===== src/rtl/fourier_seq_ctrl.sv =====
// Frame sequencer for the RNS Fourier datapath.
// Accepts N samples on a valid/ready input stream and loads them into the
// datapath. It then runs the compute phase under a watchdog, reads the N
// (re, im) bins back and returns them on a valid/ready output stream.
// Every output comes straight from a register.
module fourier_seq_ctrl #(
  parameter int N       = 10,
  parameter int DW      = 32,
  parameter int RD_LAT  = 1,
  parameter int TIMEOUT = 1024
) (
  input  logic          clk,
  input  logic          reset,
  input  logic          start,
  output logic          busy,
  output logic          frame_done,
  output logic          err,
  input  logic          s_valid,
  input  logic [DW-1:0] s_data,
  output logic          s_ready,
  output logic          m_valid,
  input  logic          m_ready,
  output logic [DW-1:0] m_re,
  output logic [DW-1:0] m_im,
  output logic [31:0]   m_index,
  output logic          dp_reset,
  output logic [1:0]    dp_operation,
  output logic [31:0]   dp_addr,
  output logic [DW-1:0] dp_x,
  input  logic          dp_done,
  input  logic [DW-1:0] dp_y_re,
  input  logic [DW-1:0] dp_y_im
);

  // The counter must hold N itself: that value marks the end of LOAD.
  localparam int CW  = $clog2(N + 1);
  localparam int WDW = (TIMEOUT < 2) ? 1 : $clog2(TIMEOUT);
  localparam int LW  = (RD_LAT < 1) ? 1 : $clog2(RD_LAT + 1);

  localparam logic [CW-1:0]  CNT_LAST = CW'(N - 1);
  localparam logic [WDW-1:0] WDG_LAST = WDW'(TIMEOUT - 1);
  localparam logic [LW-1:0]  LAT_END  = LW'(RD_LAT);

  localparam logic [1:0] OP_IDLE = 2'b00;
  localparam logic [1:0] OP_LOAD = 2'b01;
  localparam logic [1:0] OP_COMP = 2'b10;
  localparam logic [1:0] OP_READ = 2'b11;

  typedef enum logic [2:0] {
    S_IDLE,
    S_CLR,
    S_LOAD,
    S_HOLD,
    S_COMPUTE,
    S_READ
  } state_t;

  state_t         state_reg, state_next;
  logic [CW-1:0]  cnt_reg, cnt_next;
  logic [WDW-1:0] wdog_reg, wdog_next;
  logic [LW-1:0]  wait_reg, wait_next;
  logic           busy_reg, busy_next;
  logic           frame_done_reg, frame_done_next;
  logic           err_reg, err_next;
  logic           s_ready_reg, s_ready_next;
  logic           m_valid_reg, m_valid_next;
  logic [DW-1:0]  m_re_reg, m_re_next;
  logic [DW-1:0]  m_im_reg, m_im_next;
  logic [31:0]    m_index_reg, m_index_next;
  logic           dp_reset_reg, dp_reset_next;
  logic [1:0]     op_reg, op_next;
  logic [31:0]    addr_reg, addr_next;
  logic [DW-1:0]  x_reg, x_next;

  function automatic logic [31:0] ext_addr(input logic [CW-1:0] v);
    return 32'(v);
  endfunction

  // Sequencing: the next state and the next value of every registered output.
  always_comb begin
    state_next      = state_reg;
    cnt_next        = cnt_reg;
    wdog_next       = wdog_reg;
    wait_next       = wait_reg;
    frame_done_next = 1'b0;
    err_next        = 1'b0;
    s_ready_next    = s_ready_reg;
    m_valid_next    = m_valid_reg;
    m_re_next       = m_re_reg;
    m_im_next       = m_im_reg;
    m_index_next    = m_index_reg;
    dp_reset_next   = 1'b0;
    op_next         = op_reg;
    addr_next       = addr_reg;
    x_next          = x_reg;

    case (state_reg)
      S_IDLE: begin
        s_ready_next = 1'b0;
        op_next      = OP_IDLE;
        if (start) begin
          state_next    = S_CLR;
          dp_reset_next = 1'b1;
        end
      end

      S_CLR: begin
        cnt_next     = '0;
        s_ready_next = 1'b1;
        state_next   = S_LOAD;
      end

      S_LOAD: begin
        if (s_valid && s_ready_reg) begin
          x_next    = s_data;
          addr_next = ext_addr(cnt_reg);
          cnt_next  = cnt_reg + CW'(1);
          op_next   = OP_LOAD;
          if (cnt_reg == CNT_LAST) begin
            s_ready_next = 1'b0;
            state_next   = S_HOLD;
          end
        end
      end

      // The last write stays on the bus one more cycle so it can settle.
      S_HOLD: begin
        op_next    = OP_COMP;
        wdog_next  = '0;
        state_next = S_COMPUTE;
      end

      S_COMPUTE: begin
        if (dp_done) begin
          op_next    = OP_READ;
          addr_next  = '0;
          cnt_next   = '0;
          wait_next  = '0;
          state_next = S_READ;
        end else if (wdog_reg == WDG_LAST) begin
          err_next   = 1'b1;
          op_next    = OP_IDLE;
          state_next = S_IDLE;
        end else begin
          wdog_next = wdog_reg + WDW'(1);
        end
      end

      S_READ: begin
        if (!m_valid_reg) begin
          if (wait_reg == LAT_END) begin
            m_valid_next = 1'b1;
            m_re_next    = dp_y_re;
            m_im_next    = dp_y_im;
            m_index_next = addr_reg;
          end else begin
            wait_next = wait_reg + LW'(1);
          end
        end else if (m_ready) begin
          m_valid_next = 1'b0;
          if (cnt_reg == CNT_LAST) begin
            frame_done_next = 1'b1;
            op_next         = OP_IDLE;
            state_next      = S_IDLE;
          end else begin
            cnt_next  = cnt_reg + CW'(1);
            addr_next = ext_addr(cnt_reg + CW'(1));
            wait_next = '0;
          end
        end
      end

      default: begin
        state_next = S_IDLE;
        op_next    = OP_IDLE;
      end
    endcase

    busy_next = (state_next != S_IDLE);
  end

  // State and output registers; reset drops any frame in flight.
  always_ff @(posedge clk) begin
    if (reset) begin
      state_reg      <= S_IDLE;
      cnt_reg        <= '0;
      wdog_reg       <= '0;
      wait_reg       <= '0;
      busy_reg       <= 1'b0;
      frame_done_reg <= 1'b0;
      err_reg        <= 1'b0;
      s_ready_reg    <= 1'b0;
      m_valid_reg    <= 1'b0;
      m_re_reg       <= '0;
      m_im_reg       <= '0;
      m_index_reg    <= '0;
      dp_reset_reg   <= 1'b1;
      op_reg         <= OP_IDLE;
      addr_reg       <= '0;
      x_reg          <= '0;
    end else begin
      state_reg      <= state_next;
      cnt_reg        <= cnt_next;
      wdog_reg       <= wdog_next;
      wait_reg       <= wait_next;
      busy_reg       <= busy_next;
      frame_done_reg <= frame_done_next;
      err_reg        <= err_next;
      s_ready_reg    <= s_ready_next;
      m_valid_reg    <= m_valid_next;
      m_re_reg       <= m_re_next;
      m_im_reg       <= m_im_next;
      m_index_reg    <= m_index_next;
      dp_reset_reg   <= dp_reset_next;
      op_reg         <= op_next;
      addr_reg       <= addr_next;
      x_reg          <= x_next;
    end
  end

  assign busy         = busy_reg;
  assign frame_done   = frame_done_reg;
  assign err          = err_reg;
  assign s_ready      = s_ready_reg;
  assign m_valid      = m_valid_reg;
  assign m_re         = m_re_reg;
  assign m_im         = m_im_reg;
  assign m_index      = m_index_reg;
  assign dp_reset     = dp_reset_reg;
  assign dp_operation = op_reg;
  assign dp_addr      = addr_reg;
  assign dp_x         = x_reg;

endmodule


===== config.mk =====
export PLATFORM = sky130hd
export DESIGN_NAME = fourier_seq_ctrl
export DESIGN_NICKNAME = d
export VERILOG_FILES = /design/src/rtl/fourier_seq_ctrl.sv
export SDC_FILE = /design/constraint.sdc
export NUM_CORES = 1
export LEC_CHECK = 0
export CAP_MARGIN = 30
export CORE_ASPECT_RATIO = 1.1
export CORE_MARGIN = 2
export CORE_UTILIZATION = 44
export DETAILED_ROUTE_END_ITERATION = 16
export MAX_ROUTING_LAYER = met4
export PLACE_DENSITY = 0.95
export SLEW_MARGIN = 20
export SYNTH_ARGS = -nofsm -noshare
export SYNTH_HDL_FRONTEND = slang
export SYNTH_SLANG_ARGS = --single-unit
export TNS_END_PERCENT = 1

===== constraint.sdc =====
create_clock -name clk -period 4.4 [get_ports clk]
set_clock_uncertainty 0.2 [all_clocks]
set_input_delay 0.44 -clock clk [delete_from_list [all_inputs] [get_ports clk]]
set_output_delay 0.44 -clock clk [all_outputs]
set_load 0.05 [all_outputs]

== Word-level counts from Yosys, hierarchy flattened ==
Cells that the tools add are included.
Storage, ports and cells
  output and inout port bits: 168
  logic and storage cells: 108
  bits of input ports: 102
  bits in registers: 186
Cells by class
  reductions and logical operators: 18
  bitwise logic cells: 5
  $add $sub $neg: 3
  multiplexer cells: 47
  equality and inequality tests: 19
Operators with widths (count)
  32-bit 2-to-1 mux: 5
  32-bit one-hot mux with 3 select lines: 1
  3-bit 2-to-1 mux: 8
  10-bit 2-to-1 mux: 2
  4-bit 2-to-1 mux: 5
  10-bit one-hot mux with 2 select lines: 1
  2-bit inequality test, second input constant: 9
  3-bit one-hot mux with 6 select lines: 1
  6-bit AND reduction: 3
  4-bit one-hot mux with 4 select lines: 1
  1-bit 2-to-1 mux: 14
  2-bit 2-to-1 mux: 6
  10-bit by 1-bit adder with 10-bit output, second input constant: 1
  10-bit equality test, second input constant: 1
  2-bit one-hot mux with 5 select lines: 1
  3-bit inequality test, second input constant: 3
  3-bit AND reduction: 3
  3-bit nonzero test: 3
  3-bit by 2-bit equality test with 1-bit output, second input constant: 2
  3-bit equality test, second input constant: 2
  1-bit NOT: 5
  4-bit by 1-bit adder with 4-bit output, second input constant: 1
  4-bit equality test, second input constant: 1
  4-bit AND reduction: 1
  other kinds (11): 12

== Logic depth before layout (Yosys ltp) ==
  word-level depth: 6
  gate-level depth with buffers: 7

== Least setup slack after synthesis ==
Ideal clock, no wire load.
  path type: register -> register
  start: register m_valid_reg (netlist: m_valid)
  end: register cnt_reg[2]
  arrival: 1.870 ns
  data required time: 4.078 ns
  slack: 2.208 ns
  stages on the path, launching flop included: 6
  setup time: 0.122 ns
  path through: dfxtp_1 > buf_2 > nand3_1 > a32oi_1 > a31oi_1 > a221o_1
Between the ends
  longest elaborated chain between the ends: 2
Ends and longest elaborated chain
  start, declared: RTL line 66  | logic m_valid_reg, m_valid_next;
  start signal, assigned: RTL line 210  | m_valid_reg <= m_valid_next;
  2-bit inequality test (no line)
  6-bit AND reduction (no line)
  end signal, assigned: RTL line 203  | cnt_reg <= cnt_next;
  end, declared: RTL line 59  | logic [CW-1:0] cnt_reg, cnt_next;
Every way passes these cells.
A chain may end at the register's enable or synchronous reset.

== Final worst setup path ==
  start: register state_reg[0]
  end: register m_im_reg[6] (netlist: m_im[6])
Between the ends
  longest elaborated chain between the ends: 2
Ends and longest elaborated chain
  start, declared: RTL line 58  | state_t state_reg, state_next;
  start signal, assigned: RTL line 202  | state_reg <= state_next;
  3-bit equality test: RTL line 97  | case (state_reg)
  3-bit AND reduction (no line)
  end signal, assigned: RTL line 212  | m_im_reg <= m_im_next;
  end, declared: RTL line 68  | logic [DW-1:0] m_im_reg, m_im_next;
Every way passes these cells.

==> results by group <==
Status
  • Status: completed

Clock network
  • Postcts setup bufs: 0
  • Clock Sinks: 130
  • Clock Latency Late Sink: a little over 0.4 ns
  • CTS Root Cell: clkbuf_16
  • Num CTS Buffers: 17
  • CTS tree: done
  • Clock buffer depth: 2
  • Worst-path clk slew: roughly 0.06 ns
  • Post-CTS Hold Buffers: 0
  • CTS H-tree depth: 4
  • Post-cts resize count: 0

Synth
  • Post-Syn Area: between 5000 and 6000 um^2
  • Async set-or-reset flop fraction in the synthesized netlist: 0
  • Cell taking the most area after synthesis: dfxtp_1
  • Top cell type's share of synthesized area: 0.474
  • Register area share after synthesis: 0.474
  • Number of synthesized register bits: 130
  • Ys Warns: 0
  • Main flop type after synthesis: dfxtp_1
  • Unique masters post-synth: 56
  • Post-Synthesis Cells: approximately 700
  • Post-synth EDFFs: 0
  • Avg Cell Area, Syn: 7.96 um^2
  • Area contributors post-synth: dfxtp_1 47%, nand2_1 15%, a21oi_1 10%

Worst setup path
  • Buf/Inv on CP: 1
  • Crit path largest cell delay: 0.94 ns
  • CP max FO: 68
  • WP data arrival: approximately 2.8 ns
  • Top Family by Delay on Critical Path: flip-flops
  • CP Launch Type: flip-flop
  • WS Path Type: flip-flop to flip-flop
  • CP max stage cell: dfxtp_1
  • CP endpoint kind: flip-flop
  • Cell Chain, Critical Path: nand3b_4 > nor3b_4 > buf_4 > nand2_1 > a21oi_1
  • CP Data Required Time: 4.52 ns

Worst hold path
  • HP Class: primary input to flip-flop

Placement
  • I/O Buffers: 213
  • Dpl cells: 1019
  • GP Congestion: 0.879
  • Post-Place Cell Area: 7470 um^2
  • DP Wirelength: 10900 um

Route
  • Antenna Nets Post-Route: 0
  • Post-Route WL: 15700 um
  • DRC Markers: 0
  • Routed len/inst: 14.9 um
  • Via count: 5275
  • Drt pass-1 iters: 5
  • Initial DRC Count: 472
  • Routed vias/inst: 5.02

Global routing
  • Vias in the first global route: 4952
  • GRT overflow: 0
  • Antenna violations before repair: 0
  • First-pass GRT wire length: 24200 um
  • Total track usage: 0.231
  • Pin count of the biggest net entering global routing: 90

Timing
  • Final Max Slew Viols: 0
  • Hold Vio Cnt, Final: 0
  • Maximum clock frequency: 380 MHz
  • Fin Setup TNS: 0 ns
  • Max transition margin: 0.374
  • Minimum clock period: roughly 2.6 ns
  • RSZ-0062 raised after global routing: no
  • Period utilisation layout: 0.598
  • Setup violations, final: 0
  • Slew @ Worst Pin: 0.938 ns

Cells and area
  • Final non-filler cell total: 1050
  • Fillers: 972
  • Multi-input gate area: 2480 um^2
  • Nets: 989
  • Share of layout cells above drive strength 1: 0.0513
  • Final core occ: 0.669
  • Final instance area: approximately 8100 um^2
  • Area delta synth->final: 47.2%
  • Diode count: 0
  • Register area: 2600 um^2

Pwr
  • Static leakage: 2.82 nW
  • Max VDD drop: 0.204 mV
  • Power Density: 382 nW/um^2
  • Total power: around 3.1 mW

Floorplanning
  • Chip width: 111 um
  • Starting Density: 0.455
  • Die area: around 13000 um^2
  • CORE AREA: 12100 um^2
  • Die Height: roughly 120 um
  • Io pins: 270
  • Site Rows: 42

Job
  • Max-Cap Viols: 0
[stage by stage]
| stage | worst slack, ns | hold slack [ns] |
|---|---|---|
| floorplan | 2.21 | 0.253 |
| global placement | 1.88 | 0.240 |
| detailed placement | 1.83 | 0.246 |
| CTS | 1.80 | 0.227 |
| global route | 1.59 | 0.237 |
| finish | 1.77 | 0.229 |
[routing by layer]
metal | up-vias | track usage | share of wire
li1 | 2586 | - | -
met1 | 2428 | 0.252 | 0.39
met5 | - | - | 0
met3 | 39 | 0.0554 | 0.057
met2 | 222 | 0.401 | 0.52
met4 | 0 | 0.102 | 0.030
[power by group]
group | internal, mW | switching, mW | total, mW
Combinational | 0.142 | 0.244 | 0.386
Sequential | 1.20 | 0.0303 | 1.23
Clock | 0.949 | 0.530 | 1.48
Total | 2.29 | 0.804 | 3.09
[cell usage after synthesis, drive strengths merged, types with 2 or more instances]
cell / n
and3b: 3
o41ai: 2
nor2b: 4
o21ai: 6
xnor2: 3
inv: 7
a311oi: 2
nor2: 14
buf: 71
a22o: 2
nand3: 11
or4: 3
a211oi: 4
or3: 3
ha: 3
o22ai: 2
nand3b: 4
o311ai: 2
nor3: 10
a31oi: 7
a21oi: 114
o21a: 3
nand2: 218
dfxtp: 130
o31ai: 4
and3: 2
clkbuf: 27
nand2b: 5
nor4: 3
nor3b: 2
[cell families after synthesis]
group | Yosys count | share of synthesized area
other cells | 1 | 0.000682
compound gates | 158 | 0.166
buf+inv | 105 | 0.115
simple gates | 288 | 0.229
xor+xnor | 3 | 0.00478
flops | 130 | 0.474
mux | 2 | 0.00387
fa+ha+maj | 3 | 0.00683
[worst reg2reg max path: cells and delay by family (launching register included)]
kind            cells  cell delay, ns
simple gates        3            0.63
compound gates      1            0.16
buf+inv             1            0.63
flops               1            0.94
[area by class of cell]
class / instances / area share
clock inverter: 12 / 0.0224
timing repair buffer: 218 / 0.269
clock buffer: 19 / 0.0535
sequential: 130 / 0.322
tap: 154 / 0.0238
inverter: 7 / 0.00325
multi-input combinational: 510 / 0.306
[cells in the final DEF (no fill, tap or decap), drive strengths merged, types with 4 or more instances in the layout]
cell	count
nand2	218
clkdlybuf4s50	212
dfxtp	130
a21oi	114
conb	56
clkbuf	19
nor2	14
nand3	11
nor3	10
inv	10
a31oi	7
o21ai	6
buf	6
nand2b	5
nor2b	4
a211oi	4
bufinv	4
clkinvlp	4
nand3b	4
o31ai	4
[final timing paths]
path | start | to | slack (ns) | cells past startpoint
setup reg to reg | state_reg[0] | m_im[6] | 1.77 | 5
hold / removal | reset | m_valid | 0.23 | 2
hold reg to reg | m_re[10] | m_re[10] | 0.25 | 2
setup / recovery | state_reg[0] | m_im[6] | 1.77 | 5
Power figures use the tool's default switching activity.
